File: src/rtl/mem_port_arbiter_if.sv
// Bundle of the IF/MEM requester handshakes and the MainMemory port around mem_port_arbiter.
// slave = arbiter side, master = pipeline stages plus the memory model.
interface mem_port_arbiter_if #(
  parameter int AW = 32,
  parameter int DW = 32
);
  logic             i_req;
  logic [AW-1:0]    i_addr;
  logic             d_req;
  logic             d_we;
  logic [AW-1:0]    d_addr;
  logic [DW-1:0]    d_wdata;
  logic             i_ack;
  logic             d_ack;
  logic [DW-1:0]    rdata;
  logic             stop_f;
  logic             stop_m;
  logic             mem_en;
  logic [AW-1:0]    mem_addr;
  logic [AW+DW:0]   mem_serial;
  logic [DW-1:0]    mem_rdata;

  modport slave (
    input  i_req, i_addr, d_req, d_we, d_addr, d_wdata, mem_rdata,
    output i_ack, d_ack, rdata, stop_f, stop_m, mem_en, mem_addr, mem_serial
  );

  modport master (
    output i_req, i_addr, d_req, d_we, d_addr, d_wdata, mem_rdata,
    input  i_ack, d_ack, rdata, stop_f, stop_m, mem_en, mem_addr, mem_serial
  );
endinterface

File: src/rtl/mem_port_arbiter.sv
// Shares MainMemory between fetch (I) and mem-stage (D); ARB_ROUND_ROBIN_EN swaps D-first priority for alternation.
// Latency: grant edge k -> mem_en cycles k+1..k+MEM_LAT, ack in cycle k+MEM_LAT+1; grants >= MEM_LAT+2 apart.
// Backpressure: requests hold until ack; stop_f/stop_m stall the pipeline meanwhile.
module mem_port_arbiter #(
  parameter int MEM_LAT = 2,
  parameter int AW      = 32,
  parameter int DW      = 32
) (
  input  logic                clk,
  input  logic                reset,
  mem_port_arbiter_if.slave   bus
);

  typedef enum logic [1:0] {IDLE, BUSY, DONE} state_t;

  localparam logic [3:0] CNT_INIT = 4'(MEM_LAT - 1);

  state_t     state;
  logic [3:0] cnt;
  logic       own_d;
  logic       pick_d;

`ifdef ARB_ROUND_ROBIN_EN
  logic last_d;
  // Alternate only on contention; a lone request always wins.
  assign pick_d = bus.d_req & (~bus.i_req | ~last_d);
`else
  // MEM-stage instruction is older, so it goes first.
  assign pick_d = bus.d_req;
`endif

  assign bus.stop_f = bus.i_req & ~bus.i_ack;
  assign bus.stop_m = bus.d_req & ~bus.d_ack;

  // mem_serial doubles as the latched {we, addr, wdata} of the granted request.
  always_ff @(posedge clk) begin
    if (reset) begin
      state          <= IDLE;
      cnt            <= '0;
      own_d          <= 1'b0;
      bus.i_ack      <= 1'b0;
      bus.d_ack      <= 1'b0;
      bus.rdata      <= '0;
      bus.mem_en     <= 1'b0;
      bus.mem_addr   <= '0;
      bus.mem_serial <= '0;
`ifdef ARB_ROUND_ROBIN_EN
      last_d         <= 1'b0;
`endif
    end else begin
      case (state)
        IDLE: begin
          bus.i_ack <= 1'b0;
          bus.d_ack <= 1'b0;
          if (bus.i_req | bus.d_req) begin
            own_d      <= pick_d;
            cnt        <= CNT_INIT;
            state      <= BUSY;
            bus.mem_en <= 1'b1;
`ifdef ARB_ROUND_ROBIN_EN
            last_d     <= pick_d;
`endif
            if (pick_d) begin
              bus.mem_addr   <= bus.d_addr;
              bus.mem_serial <= {bus.d_we, bus.d_addr, bus.d_wdata};
            end else begin
              bus.mem_addr   <= bus.i_addr;
              bus.mem_serial <= {1'b0, bus.i_addr, {DW{1'b0}}};
            end
          end
        end
        BUSY: begin
          if (cnt == 4'd0) begin
            state      <= DONE;
            bus.mem_en <= 1'b0;
            if (own_d) bus.d_ack <= 1'b1;
            else       bus.i_ack <= 1'b1;
            if (!bus.mem_serial[AW+DW]) bus.rdata <= bus.mem_rdata;
          end else begin
            cnt <= cnt - 4'd1;
          end
        end
        DONE: begin
          bus.i_ack <= 1'b0;
          bus.d_ack <= 1'b0;
          state     <= IDLE;
        end
        default: state <= IDLE;
      endcase
    end
  end

endmodule

File: src/flat_wrapper.sv
// flat-port wrapper written by rule: the top's interface ports become plain ports
module mem_port_arbiter_flat 
#(
  parameter int MEM_LAT = 2,
  parameter int AW      = 32,
  parameter int DW      = 32
)
  (clk, reset, bus_i_req, bus_i_addr, bus_d_req, bus_d_we, bus_d_addr, bus_d_wdata, bus_mem_rdata, bus_i_ack, bus_d_ack, bus_rdata, bus_stop_f, bus_stop_m, bus_mem_en, bus_mem_addr, bus_mem_serial);
  mem_port_arbiter_if #(.AW(AW), .DW(DW)) bus_i ();
  input  logic clk;
  input  logic reset;
  input wire logic [$bits(bus_i.i_req)-1:0] bus_i_req;
  input wire logic [$bits(bus_i.i_addr)-1:0] bus_i_addr;
  input wire logic [$bits(bus_i.d_req)-1:0] bus_d_req;
  input wire logic [$bits(bus_i.d_we)-1:0] bus_d_we;
  input wire logic [$bits(bus_i.d_addr)-1:0] bus_d_addr;
  input wire logic [$bits(bus_i.d_wdata)-1:0] bus_d_wdata;
  input wire logic [$bits(bus_i.mem_rdata)-1:0] bus_mem_rdata;
  output wire logic [$bits(bus_i.i_ack)-1:0] bus_i_ack;
  output wire logic [$bits(bus_i.d_ack)-1:0] bus_d_ack;
  output wire logic [$bits(bus_i.rdata)-1:0] bus_rdata;
  output wire logic [$bits(bus_i.stop_f)-1:0] bus_stop_f;
  output wire logic [$bits(bus_i.stop_m)-1:0] bus_stop_m;
  output wire logic [$bits(bus_i.mem_en)-1:0] bus_mem_en;
  output wire logic [$bits(bus_i.mem_addr)-1:0] bus_mem_addr;
  output wire logic [$bits(bus_i.mem_serial)-1:0] bus_mem_serial;
  assign bus_i.i_req = bus_i_req;
  assign bus_i.i_addr = bus_i_addr;
  assign bus_i.d_req = bus_d_req;
  assign bus_i.d_we = bus_d_we;
  assign bus_i.d_addr = bus_d_addr;
  assign bus_i.d_wdata = bus_d_wdata;
  assign bus_i.mem_rdata = bus_mem_rdata;
  assign bus_i_ack = bus_i.i_ack;
  assign bus_d_ack = bus_i.d_ack;
  assign bus_rdata = bus_i.rdata;
  assign bus_stop_f = bus_i.stop_f;
  assign bus_stop_m = bus_i.stop_m;
  assign bus_mem_en = bus_i.mem_en;
  assign bus_mem_addr = bus_i.mem_addr;
  assign bus_mem_serial = bus_i.mem_serial;
  mem_port_arbiter #(.MEM_LAT(MEM_LAT), .AW(AW), .DW(DW)) u_core (.clk(clk), .reset(reset), .bus(bus_i));
endmodule
File: config.mk
export PLATFORM = sky130hd
export DESIGN_NAME = mem_port_arbiter_flat
export DESIGN_NICKNAME = d
export VERILOG_FILES = /design/src/rtl/mem_port_arbiter_if.sv /design/src/rtl/mem_port_arbiter.sv /design/src/flat_wrapper.sv
export SDC_FILE = /design/constraint.sdc
export NUM_CORES = 1
export LEC_CHECK = 0
export ABC_AREA = 1
export CAP_MARGIN = 5
export CORE_AREA = 2 2 112 114
export CTS_CLUSTER_SIZE = 12
export DETAILED_ROUTE_END_ITERATION = 10
export DIE_AREA = 0 0 114 116
export PLACE_DENSITY = 0.79
export SLEW_MARGIN = 0
export SYNTH_ARGS = -nofsm -noshare
export SYNTH_HDL_FRONTEND = slang
export SYNTH_SLANG_ARGS = --single-unit
File: constraint.sdc
create_clock -name clk -period 1.5 [get_ports clk]
set_input_delay 0.3 -clock clk [delete_from_list [all_inputs] [get_ports clk]]
set_output_delay 0.3 -clock clk [all_outputs]
set_load 0.05 [all_outputs]
* After elaboration in Yosys (flattened, before gate mapping)
Cells that the tools add are included.
** Operators by class
- Add/subtract/negate cells :: 1
- Divide/modulo/power cells :: 0
- Multipliers :: 0
- Bitwise logic cells :: 6
- Equal/unequal tests :: 7
- Shift-type cells :: 0
- Order comparisons :: 0
- Multiplexer cells :: 17
- Reductions and logical operators :: 12
** Operators with widths (number)
- 65-bit two-way mux :: 1
- 32-bit two-way mux :: 1
- 3-bit AND reduction :: 5
- 4-bit two-way mux :: 2
- 4-bit case mux with 2 select lines :: 1
- 1-bit two-way mux :: 6
- 2-bit by 1-bit != test with 1-bit output, second input constant :: 3
- 1-bit case mux with 2 select lines :: 3
- 4-bit zero test :: 1
- 2-bit two-way mux :: 2
- 2-bit != test, second input constant :: 2
- 2-bit case mux with 2 select lines :: 1
- 2-bit AND reduction :: 2
- 2-bit nonzero test :: 2
- 4-bit by 1-bit subtractor with 4-bit output, second input constant :: 1
- 1-bit NOT :: 3
- 1-bit AND :: 2
- 2-bit by 1-bit equality test with 1-bit output, second input constant :: 1
- 2-bit equality test, second input constant :: 1
- 2-bit zero test :: 1
- 2-bit OR reduction :: 1
- 1-bit OR :: 1
** Word-level totals
- RAM bits :: 0
- Output and inout port bits :: 134
- Memories kept :: 0
- Logic and storage cells :: 52
- Input bits :: 133
- Bits in latches :: 0
- Bits in read-only memories :: 0
- Flip-flop bits (word level) :: 139

* Logic depth before layout (Yosys ltp)
- Depth in word-level cells :: 4
- Gate-level depth with buffers :: 9
- Depth with buffers taken out :: 8

* Least setup slack after synthesis
Ideal clock, no wire load.
- Path type :: input -> output
- Start point :: input bus_d_req
- End point :: output bus_stop_m
- Required time :: 1.200 ns
- Stages on the path :: 4
- Setup slack :: -0.145 ns
- Arrival :: 1.345 ns
- Path buffers :: 2
- Path through :: buf_2 > inv_1 > buf_2 > nor2_1
** On the way
- Longest elaborated chain between the ends :: 1
** RTL lines
- start: declaration :: RTL line flat_wrapper.sv:14 : input wire logic [$bits(bus_i.d_req)-1:0] bus_d_req;
- 1-bit AND :: RTL line mem_port_arbiter.sv:33 : assign bus.stop_m = bus.d_req & ~bus.d_ack;
- end: declaration :: RTL line flat_wrapper.sv:23 : output wire logic [$bits(bus_i.stop_m)-1:0] bus_stop_m;
No other way between the ends.

* Final worst setup path
- Start point :: register u_core.cnt[1]
- End point :: register u_core.bus.rdata[13]
** On the way
- Longest elaborated chain between the ends :: 2
** RTL lines
- start: declaration :: RTL line mem_port_arbiter.sv:19 : logic [3:0] cnt;
- start signal: assignment :: RTL line mem_port_arbiter.sv:80 : cnt <= cnt - 4'd1;
- 4-bit zero test :: RTL line mem_port_arbiter.sv:73 : if (cnt == 4'd0) begin
- 3-bit AND reduction (no line)
- end signal: assignment :: RTL line mem_port_arbiter.sv:78 : if (!bus.mem_serial[AW+DW]) bus.rdata <= bus.mem_rdata;
- end: declaration :: RTL line mem_port_arbiter_if.sv:25 : output i_ack, d_ack, rdata, stop_f, stop_m, mem_en, mem_addr, mem_serial
No other way between the ends.
A chain may end at the register's enable or synchronous reset.

==> impl_results.md <==
- Design Area, Final: 8870 um2
- Clock network power share: roughly a fifth
- Post-DP HPWL: approximately 11 mm
- Outcome: finished, final reports clean
- Seq. cell area: approximately 2100 um2
- Core Rows: 40
- Die span in y: about 120 um
- DRC: 0
- Global-route wire length before repair: ~23 mm
- CTS H-tree lvls: 3
- Fraction of registers with async set/reset: 0%
- Syn_area_per_cell: about 7.1 um2
- Peak supply drop: approximately 0.75 mV
- Setup Viol. Count Final: 0
- Max_slew headroom: about 80%
- Top cells by area, synth: dfxtp_1 (48%), nand2_1 (12%), nor2_1 (12%), buf_4 (5.8%), o21ai_0 (5.3%)
- Die area: between 10000 and 15000 um2
- Setup ws final: 110 ps
- CTS sink count: around 110
- Largest net degree at the start of global routing: 46
- # fillers: 840
- Worst-Margin Slew: approximately 330 ps
- Vias in the first global route: ~4500
- Final Core Density: roughly 75%
- Met2 usage: 39.1%
- Max-Cap Viols: 0
- Drt first pass iters: 4
- Clock transition at path regs: about 80 ps
- Initial antenna violation count: 0
- Worst-Skew Late Latency: approximately 340 ps
- Routed length per placed instance: 14.8 um
- Via density: roughly 4.7
- Setup TNS: 0 ps
- TritonCTS buffer count: 9
- Largest area contributor in the netlist: dfxtp_1
- Gr ovfl total: 0
- Vias post-DR: around 4800
- Syn Inst Count: 632
- Register area share after synthesis: between 40% and 50%
- Yosys top cell area share: 47.7%
- Sequential share of power: between 30% and 40%
- Most numerous cell in the Yosys netlist: nand2_1
- Final Critical Period: about 1400 ps
- Input/output buffers: around 270
- Share of cells above drive strength 1: between 20% and 30%
- Internal: slightly above 7 mW
- Layout Nets: 995
- Most used DFF post-synth: dfxtp_1
- Antenna Cells: 0
- Met1 usage: 25.4%
- Fmax: ~700 MHz
- Worst Setup Start Kind: flip-flop
- Clock Skew: about 9.9 ps
- Static Leak: 3.73 nW
- Yosys warns: 0
- Initial drt markers: around 380
- Seq cells post-synth: ~110
- CP arrival: between 1500 and 2000 ps
- Boundary Pins: approximately 270
- Post-synthesis instance area: 4490 um2
- Clock Path Buffers: 2
- Max-slew violation count: 0
- Chip Width: approximately 110 um
- Placed Area: around 8500 um2
- Syn_nets: between 700 and 800
- Post-synth top cells: nand2_1 (148), nor2_1 (138), dfxtp_1 (107), o21ai_0 (48)
- Unrepaired setup endpoints after global routing: no
- Sw frac: 38.7%
- Gr busiest metal: met2
- GR met3 Demand/Resource: 5.91%
- Net Switching: between 4 and 5 mW
- Final hold slack: ~500 ps
- Total track usage: 21.7%
- Gate power share: 47.2%
- Required @ worst endpoint: approximately 1700 ps
- Routed Antenna Nets: 0
- RD Place Congestion: slightly below 0.8
- Post-Route WL: 15.0 mm
- EDFF count, synth: 0
- Final-report hold violation count: 0
- Crit-path max FO: 32
- Core Region: between 10000 and 15000 um2
- Setup crit end kind: flip-flop
- TritonCTS clock tree: built
- Starting density of the core: a little under two fifths
- Area of the multi-input gates: 1870 um2
- Hold Crit Class: flip-flop to flip-flop
- Pwr Density: around 1300 nW/um2
- Clk root buf: clkbuf_16
- Pre-CTS setup slack: -163 ps
- Count of different cell masters after synthesis: 19
- Post-CTS Setup Bufs: 0
- Layout Area Growth over Synthesis: 97.5%
- Period utilization: between 90% and 100%
- Setup Crit Path Kind: flip-flop to flip-flop
==> final cells by class <==
cell class / count / area share (%)
timing repair buffer: 290 / 48.4
sequential: 107 / 24.1
multi-input combinational: 436 / 21.0
clock buffer: 9 / 2.54
tap: 147 / 2.07
clock inverter: 7 / 1.04
inverter: 16 / 0.733
==> cell usage in the layout (no fill, tap or decap), drive strengths merged <==
cell,instances
a21oi,39
a31oi,1
buf,159
bufinv,1
clkbuf,9
clkdlybuf4s50,130
clkinv,3
dfxtp,107
dlygate4sd2,1
ha,2
inv,19
nand2,148
nand3,39
nand4,1
nor2,140
o21ai,66
==> routing by layer <==
metal | routed length, um | vias to the layer above
met4 | 277 | 0
li1 | - | 2443
met3 | 1020 | 17
met2 | 7760 | 178
met1 | 5890 | 2149
met5 | 0 | -
==> sequential cells by signal, summed over array words and instances (netlist names) <==
register and cells:
u_core.cnt 4, u_core.bus.rdata 32, u_core.bus.d_ack 1, u_core.own_d 1, u_core.bus.mem_addr 31, u_core.bus.mem_serial 34, u_core.state 2, u_core.bus.i_ack 1
u_core.bus.mem_en 1
==> path summary, 6_finish.rpt <==
kind	from	to	slack, ps	depth (start not counted)
setup reg to reg	u_core.cnt[1]$_SDFFE_PP0P_	u_core.bus.rdata[13]$_SDFFE_PP0P_	110	8
setup / recovery	u_core.cnt[1]$_SDFFE_PP0P_	u_core.bus.rdata[13]$_SDFFE_PP0P_	110	8
hold / removal	u_core.bus.mem_serial[22]$_SDFFE_PP0P_	u_core.bus.mem_serial[22]$_SDFFE_PP0P_	500	2
hold reg to reg	u_core.bus.mem_serial[22]$_SDFFE_PP0P_	u_core.bus.mem_serial[22]$_SDFFE_PP0P_	500	2
==> kinds of logic after synthesis <==
| family | share of synthesized area [%] |
|---|---|
| simple gates | 28.8 |
| flops | 47.7 |
| compound gates | 12.1 |
| buf+inv | 10.9 |
| fa+ha+maj | 0.557 |
==> through the flow <==
step	power [mW]	instances
2_1_floorplan	6.48	632
3_3_place_gp	9.29	996
3_5_place_dp	9.39	996
4_1_cts	11.9	1012
5_1_grt	12.3	1012
6_report	11.8	1012
==> critical path, stage by stage (launching register included) <==
cell	delay, ps
dfxtp_1	310
inv_1	80
ha_1	170
nand2_1	70
nor2_2	110
nand2_2	120
buf_8	190
o21ai_0	170
nor2_1	50
==> timing repair <==
item	in CTS	in global routing
gates resized for setup	3	10
pin swaps	0	0
setup endpoints to repair	33	30
hold buffers	0	0
==> power by group through the flow <==
| stage | clock network, mW | registers, mW | logic [mW] |
|---|---|---|---|
| after floorplan | 0 | 4.76 | 1.71 |
| after global routing | 2.64 | 3.79 | 5.86 |
| after CTS | 2.55 | 3.75 | 5.60 |
| after global placement | 0 | 3.79 | 5.51 |
| after detailed placement | 0 | 3.81 | 5.58 |
| final | 2.49 | 3.74 | 5.58 |
No activity file was read; power rests on OpenSTA's default activity.
